## src/rtl/plru_pkg.sv

```systemverilog
`default_nettype none
// ============================================================================
// Module : plru_pkg
// Brief  : Shared widths, FSM state type and tree-PLRU helper functions.
// Rev    : 1.0  initial release
// ============================================================================
package plru_pkg;

    localparam int PLRU_WAYS      = 8;
    localparam int PLRU_SETS      = 16;
    localparam int PLRU_WAY_W     = $clog2(PLRU_WAYS);
    localparam int PLRU_SET_W     = $clog2(PLRU_SETS);

    // Helpers work on a maximum-size tree so any WAYS up to 64 can share them.
    localparam int PLRU_MAX_WAY_W = 6;
    localparam int PLRU_MAX_NODES = (1 << PLRU_MAX_WAY_W) - 1;

    typedef enum logic [0:0] {
        INIT = 1'b0,
        RUN  = 1'b1
    } plru_state_e;

    // Heap-ordered walk: bit 0 goes left, 1 goes right; path bits form the way.
    function automatic logic [PLRU_MAX_WAY_W-1:0] plru_victim(
        input logic [PLRU_MAX_NODES-1:0] tree,
        input int unsigned               levels
    );
        logic [PLRU_MAX_WAY_W-1:0] way;
        logic [PLRU_MAX_WAY_W-1:0] node;
        logic                      b;
        way  = '0;
        node = '0;
        for (int unsigned lvl = 0; lvl < PLRU_MAX_WAY_W; lvl++) begin
            if (lvl < levels) begin
                b    = tree[node];
                way  = {way[PLRU_MAX_WAY_W-2:0], b};
                node = {node[PLRU_MAX_WAY_W-2:0], 1'b0}
                     + {{(PLRU_MAX_WAY_W-1){1'b0}}, 1'b1}
                     + {{(PLRU_MAX_WAY_W-1){1'b0}}, b};
            end
        end
        return way;
    endfunction

    // Every node on the path to 'way' is made to point at the other subtree.
    function automatic logic [PLRU_MAX_NODES-1:0] plru_touch(
        input logic [PLRU_MAX_NODES-1:0] tree,
        input logic [PLRU_MAX_WAY_W-1:0] way,
        input int unsigned               levels
    );
        logic [PLRU_MAX_NODES-1:0] t;
        logic [PLRU_MAX_WAY_W-1:0] w;
        logic [PLRU_MAX_WAY_W-1:0] node;
        logic                      b;
        t    = tree;
        w    = way << (PLRU_MAX_WAY_W - levels);
        node = '0;
        for (int unsigned lvl = 0; lvl < PLRU_MAX_WAY_W; lvl++) begin
            if (lvl < levels) begin
                b       = w[PLRU_MAX_WAY_W-1];
                t[node] = ~b;
                node    = {node[PLRU_MAX_WAY_W-2:0], 1'b0}
                        + {{(PLRU_MAX_WAY_W-1){1'b0}}, 1'b1}
                        + {{(PLRU_MAX_WAY_W-1){1'b0}}, b};
                w       = w << 1;
            end
        end
        return t;
    endfunction

endpackage
`default_nettype wire

```

## src/rtl/onehot_encoder.sv

```systemverilog
`default_nettype none
// ============================================================================
// Module : onehot_encoder
// Brief  : One-hot to binary encoder; err flags popcount != 1.
// Rev    : 1.0  initial release
// ============================================================================
module onehot_encoder #(
    parameter  int WAYS  = 8,
    localparam int WAY_W = $clog2(WAYS)
) (
    input  logic [WAYS-1:0]  vec,
    output logic [WAY_W-1:0] idx,
    output logic             err
);

    logic [WAY_W:0] w_cnt;

    always_comb begin
        idx   = '0;
        w_cnt = '0;
        for (int i = 0; i < WAYS; i++) begin
            if (vec[i]) begin
                idx   = idx | WAY_W'(i);
                w_cnt = w_cnt + (WAY_W+1)'(1);
            end
        end
        err = (w_cnt != (WAY_W+1)'(1));
    end

endmodule
`default_nettype wire

```

## src/rtl/plru_way_selector.sv

```systemverilog
`default_nettype none
// ============================================================================
// Module : plru_way_selector
// Brief  : Per-set tree pseudo-LRU way selector with registered response.
//          Optional hit/miss counters enabled by macro PLRU_STATS_EN.
// Rev    : 1.0  initial release
// ============================================================================
module plru_way_selector
    import plru_pkg::*;
#(
    parameter  int WAYS  = PLRU_WAYS,
    parameter  int SETS  = PLRU_SETS,
    localparam int WAY_W = $clog2(WAYS),
    localparam int SET_W = $clog2(SETS)
) (
    input  logic             clk,
    input  logic             rst_n,
    input  logic             flush,
    input  logic             acc_valid,
    output logic             acc_ready,
    input  logic [SET_W-1:0] acc_set,
    input  logic             acc_hit,
    input  logic [WAYS-1:0]  acc_hit_vec,
    output logic             rsp_valid,
    input  logic             rsp_ready,
    output logic [WAY_W-1:0] rsp_way,
    output logic             rsp_hit,
    output logic             rsp_err,
    output logic [31:0]      stat_hits,
    output logic [31:0]      stat_misses
);

    localparam int          NODES      = WAYS - 1;
    localparam int unsigned LEVELS     = WAY_W;
    localparam logic [SET_W-1:0] c_last_set = SET_W'(SETS - 1);

    plru_state_e               r_state;
    plru_state_e               w_state_nxt;
    logic [SET_W-1:0]          r_sweep;
    logic [NODES-1:0]          r_tree [SETS];

    logic                      r_rsp_valid;
    logic [WAY_W-1:0]          r_rsp_way;
    logic                      r_rsp_hit;
    logic                      r_rsp_err;

    logic                      w_acc_ready;
    logic                      w_accept;
    logic [WAY_W-1:0]          w_enc_idx;
    logic                      w_enc_err;
    logic                      w_hit_ok;
    logic                      w_bad_hit;
    logic [NODES-1:0]          w_tree_cur;
    logic [NODES-1:0]          w_tree_wr;
    logic [PLRU_MAX_NODES-1:0] w_tree_ext;
    logic [PLRU_MAX_NODES-1:0] w_tree_touched;
    logic [PLRU_MAX_WAY_W-1:0] w_victim_ext;
    logic [PLRU_MAX_WAY_W-1:0] w_touch_way_ext;
    logic [WAY_W-1:0]          w_victim;
    logic [WAY_W-1:0]          w_sel_way;

    onehot_encoder #(
        .WAYS (WAYS)
    ) u_enc (
        .vec  (acc_hit_vec),
        .idx  (w_enc_idx),
        .err  (w_enc_err)
    );

    assign w_hit_ok  = acc_hit & ~w_enc_err;
    assign w_bad_hit = acc_hit &  w_enc_err;
    assign w_accept  = acc_valid & w_acc_ready;

    // Read and update the addressed set combinationally; write lands on the accept edge.
    assign w_tree_cur      = r_tree[acc_set];
    assign w_tree_ext      = PLRU_MAX_NODES'(w_tree_cur);
    assign w_victim_ext    = plru_victim(w_tree_ext, LEVELS);
    assign w_victim        = w_victim_ext[WAY_W-1:0];
    assign w_sel_way       = w_hit_ok ? w_enc_idx : w_victim;
    assign w_touch_way_ext = PLRU_MAX_WAY_W'(w_sel_way);
    assign w_tree_touched  = plru_touch(w_tree_ext, w_touch_way_ext, LEVELS);
    assign w_tree_wr       = w_tree_touched[NODES-1:0];

    always_ff @(posedge clk or negedge rst_n) begin
        if (!rst_n) begin
            r_state <= INIT;
        end else begin
            r_state <= w_state_nxt;
        end
    end

    always_comb begin
        w_state_nxt = r_state;
        w_acc_ready = 1'b0;
        case (r_state)
            INIT: begin
                if (!flush && (r_sweep == c_last_set)) begin
                    w_state_nxt = RUN;
                end
            end
            RUN: begin
                w_acc_ready = !flush && (!r_rsp_valid || rsp_ready);
                if (flush) begin
                    w_state_nxt = INIT;
                end
            end
            default: w_state_nxt = INIT;
        endcase
    end

    // A flush in either state restarts the sweep at set 0.
    always_ff @(posedge clk or negedge rst_n) begin
        if (!rst_n) begin
            r_sweep <= '0;
        end else if (flush || (r_state != INIT) || (r_sweep == c_last_set)) begin
            r_sweep <= '0;
        end else begin
            r_sweep <= r_sweep + SET_W'(1);
        end
    end

    always_ff @(posedge clk) begin
        if (r_state == INIT) begin
            r_tree[r_sweep] <= '0;
        end else if (w_accept && !w_bad_hit) begin
            r_tree[acc_set] <= w_tree_wr;
        end
    end

    always_ff @(posedge clk or negedge rst_n) begin
        if (!rst_n) begin
            r_rsp_valid <= 1'b0;
            r_rsp_way   <= '0;
            r_rsp_hit   <= 1'b0;
            r_rsp_err   <= 1'b0;
        end else if (w_accept) begin
            r_rsp_valid <= 1'b1;
            r_rsp_way   <= w_sel_way;
            r_rsp_hit   <= acc_hit;
            r_rsp_err   <= w_bad_hit;
        end else if (rsp_ready) begin
            r_rsp_valid <= 1'b0;
        end
    end

    assign acc_ready = w_acc_ready;
    assign rsp_valid = r_rsp_valid;
    assign rsp_way   = r_rsp_way;
    assign rsp_hit   = r_rsp_hit;
    assign rsp_err   = r_rsp_err;

`ifdef PLRU_STATS_EN
    logic [31:0] r_stat_hits;
    logic [31:0] r_stat_misses;

    // Saturating counters; only reset clears them.
    always_ff @(posedge clk or negedge rst_n) begin
        if (!rst_n) begin
            r_stat_hits   <= '0;
            r_stat_misses <= '0;
        end else if (w_accept) begin
            if (w_hit_ok && (r_stat_hits != '1)) begin
                r_stat_hits <= r_stat_hits + 32'd1;
            end
            if (!w_hit_ok && (r_stat_misses != '1)) begin
                r_stat_misses <= r_stat_misses + 32'd1;
            end
        end
    end

    assign stat_hits   = r_stat_hits;
    assign stat_misses = r_stat_misses;
`else
    assign stat_hits   = 32'd0;
    assign stat_misses = 32'd0;
`endif

endmodule
`default_nettype wire

```

## config.mk

```make
export PLATFORM = sky130hd
export DESIGN_NAME = plru_way_selector
export DESIGN_NICKNAME = d
export VERILOG_FILES = /design/src/rtl/plru_pkg.sv /design/src/rtl/onehot_encoder.sv /design/src/rtl/plru_way_selector.sv
export SDC_FILE = /design/constraint.sdc
export NUM_CORES = 1
export LEC_CHECK = 0
export ABC_CLOCK_PERIOD_IN_PS = 3500
export CELL_PAD_IN_SITES_DETAIL_PLACEMENT = 1
export CELL_PAD_IN_SITES_GLOBAL_PLACEMENT = 1
export CORE_MARGIN = 2
export CORE_UTILIZATION = 52
export DETAILED_ROUTE_END_ITERATION = 8
export DONT_BUFFER_PORTS = 1
export PLACE_DENSITY = 0.75
export SLEW_MARGIN = 20
export SYNTH_ARGS = -nofsm -noshare
export SYNTH_HDL_FRONTEND = slang
export SYNTH_HIERARCHICAL = 1
export SYNTH_SLANG_ARGS = --single-unit
```

## constraint.sdc

```tcl
create_clock -name clk -period 3.5 [get_ports clk]
set_input_delay 0.525 -clock clk [delete_from_list [all_inputs] [get_ports clk]]
set_output_delay 0.525 -clock clk [all_outputs]
set_load 0.02 [all_outputs]
```

==> impl_metrics.csv <==
group,metric,value,unit
job,maxCapViolations,0,
floorplanning,rows,39,
clock_tree,clock_path_buffers,2,
placed_design,numPortBuffers,0,
critical_path,critPathRequiredTime,3.76,ns
detailed_routing,num_vias,3675,
run_status,status,"complete, but fails checks",
final_layout,diodes,0,
floorplanning,die_w,112,µm
yosys,netlist_instances,421,
timing,setup_viol,228,
detailed_routing,viasPerCell,5.72,
critical_path,critPathMaxStageDelay,0.31,ns
global_route,grt_pass1_vias,3994,
critical_path,crit_type,"input pin to flip-flop",
worst_hold_path,hp-class,"input pin to flip-flop",
power,leakage,3.01,nW
yosys,synth_top_flop_cell,"edfxtp_1",
clock_tree,clk-insertion-delay-late,0.41,ns
yosys,synth_edf_count,112,
yosys,yosys-top-cells-count,"112 x edfxtp_1, 67 x buf_4, 35 x nor2_1, 27 x mux4_2, 22 x nand2_1",
timing,rsz0062_at_grt,"true",
placed_design,hpwl,9680,µm
yosys,ys_top_cells_by_area,"edfxtp_1 55%, mux4_2 10%, buf_4 8.3%",
floorplanning,die-area,12600,µm²
timing,slew_violations,0,
timing,worst_slew_pin_slew,0.628,ns
critical_path,cp_common_cell,"ha_4",
run_status,violations,"setup timing",
floorplanning,fp.coreArea,11400,µm²
final_layout,area_growth,28.1,%
clock_tree,htreeDepth,4,
global_route,overflow,0,
critical_path,crit_path_max_fanout,8,
yosys,synth.cell_area,6080,µm²
global_route,antenna_found_initial,0,
clock_tree,clk_pin_slew,0.06,ns
detailed_routing,drtPass1Iterations,4,
yosys,synth_largest_area_cell,"edfxtp_1",
yosys,yosysTopAreaCellShare,0.554,
detailed_routing,wl,15900,µm
timing,finalCriticalPeriod,4.76,ns
critical_path,critical-path-slowest-cell,"ha_1",
final_layout,drive_gt1_frac,0.401,
timing,timing.final.crit_share,1.36,
critical_path,worst-r2r-setup-slack,0.64,ns
critical_path,critPathLaunchType,"input pin",
yosys,yosysMostFrequentCell,"edfxtp_1",
yosys,ys_seq_area_frac,0.599,
timing,fmax,210,MHz
timing,fin_worst_skew,0.0108,ns
yosys,syn_avg_cell_area,14.4,µm²
critical_path,endpoint_kind,"flip-flop",
global_route,grt_usage,0.264,
power,irDropWorstVdd,0.000735,V
placed_design,gp_routability_congestion,0.778,
yosys,ys_seq_elements,123,
final_layout,finalNetCount,512,
critical_path,cp.arrival,5.03,ns
detailed_routing,final_antenna_net_count,0,
final_layout,post-route-cell-area,7780,µm²
timing,hold_viol_final,0,
yosys,async_flop_share,0.0894,
placed_design,dp_slack,-1.87,ns
timing,fin_ws,-1.26,ns
detailed_routing,drcViolationCount,0,
yosys,synth_cell_type_count,60,
clock_tree,cts.sinks,123,
floorplanning,io_pins,89,
clock_tree,cts_tree,"yes",
placed_design,placement.cell_area,6750,µm²
timing,worst_slew_margin_rel,0.581,
yosys,synth_warnings,6,
clock_tree,cts_buffers,17,
floorplanning,start_util,0.532,
global_route,grt_first_pass_wirelength,24100,µm
detailed_routing,wl_per_cell,24.7,µm
power,power_density,548,nW/µm²
timing,whs,0.175,ns
detailed_routing,first_iter_violations,230,
clock_tree,cts_root_buf,"clkbuf_16",
global_route,grt_start_max_net_pins,32,
floorplanning,die_h,112,µm
-- worst paths after layout --
| kind | startpoint | to | cells past startpoint |
|---|---|---|---|
| max | acc_hit_vec[1] | r_tree[12][5] | 30 |
| max in group asynchronous | rst_n | rsp_err | 1 |
| min reg2reg | r_sweep[0] | r_sweep[0] | 1 |
| max reg2reg | r_tree[2][2] | r_tree[12][5] | 8 |
| min in group asynchronous | rst_n | r_sweep[1] | 1 |
| min | flush | r_state | 1 |
-- repair_timing --
| item | 4_1_cts | 5_1_grt |
|---|---|---|
| pin swaps | 11 | 15 |
| setup buffers | 18 | 5 |
| gates cloned | 1 | 0 |
| hold buffers | 1 | 0 |
| gates resized for setup | 19 | 14 |
| endpoints found under the setup margin | 228 | 228 |
| endpoints found under the hold margin | 11 | 0 |
-- where the power goes --
part           switching (mW)  leakage, nW  internal [mW]
Sequential             0.0274         1.34           1.62
Combinational           0.368         1.37          0.332
Clock                   0.654        0.301           1.26
Total                    1.05         3.01           3.22
-- final cells by class --
type / instances / area [µm²]
Clock buffer: 17 / 425
Fill cell: 1022 / 3630
Inverter: 9 / 51.3
Timing Repair Buffer: 65 / 701
Tap cell: 143 / 179
Clock inverter: 15 / 219
Sequential cell: 123 / 3640
Multi-Input combinational cell: 270 / 2570
-- cells by family (layout without fill, tap and decap cells) --
logic type	after synthesis	after routing	share of synthesized area
compound gates	53	53	0.0636
xor+xnor	12	12	0.0224
fa+ha+maj	8	8	0.0165
buf+inv	91	106	0.101
flops	123	123	0.599
mux	33	33	0.113
other cells	1	64	0.000617
simple gates	100	100	0.0834
-- worst max-delay path: cells and delay by family --
family | cells | cell delay [ns]
adder cells (fa/ha/maj) | 6 | 1.34
buffers and inverters | 4 | 0.45
multiplexers | 1 | 0.26
AO/OA/AOI/OAI | 7 | 1.03
AND/OR/NAND/NOR | 10 | 1.15
XOR/XNOR | 2 | 0.26
-- state kept, by name, summed over array words and instances, names as in the netlist --
name / count
r_state: 1
r_sweep: 4
r_tree: 112
rsp_err: 1
rsp_hit: 1
rsp_valid: 1
rsp_way: 3
-- per-layer routing --
layer  up-vias  GRT usage  wire (µm)
met1      1909      0.329       6210
met2       138      0.460       8550
li1       1600          -          -
met4         0      0.101        321
met5         -          0          0
met3        28     0.0529        801
-- layout by cell type, fill, tap and decap left out, types with 3 or more instances in the layout --
cell,synthesis,final
a21oi_2,0,3
a22oi_1,13,12
a31oi_4,0,7
and3_1,4,3
buf_12,0,15
buf_4,67,43
buf_6,2,6
bufinv_16,0,5
clkbuf_16,0,17
clkinvlp_4,0,4
conb_1,1,64
dfrtp_1,11,11
edfxtp_1,112,112
ha_1,8,4
ha_4,0,3
inv_1,8,6
inv_6,0,4
mux4_2,27,27
nand2_1,22,20
nand3_1,4,3
nor2_1,35,13
nor2_2,0,3
nor2_4,0,19
nor3_1,4,3
nor3b_1,5,3
nor3b_2,1,3
o21ai_2,0,3
o31ai_4,0,3
or4_1,4,4
xnor2_1,4,3
xor2_1,5,4
xor2_2,2,3
-- through the flow --
stage / setup TNS [ns] / total power, mW / instances / util
CTS: -294.15 / 4.21 / 639 / 0.676
global placement: -364.60 / 2.22 / 587 / 0.591
floorplan: -332.56 / 2.15 / 484 / -
global route: -304.45 / 4.39 / 642 / 0.682
finish: -268.66 / 4.27 / 642 / 0.682
detailed placement: -407.27 / 2.24 / 587 / 0.591
Note: power is estimated with default switching activity, not from simulation.
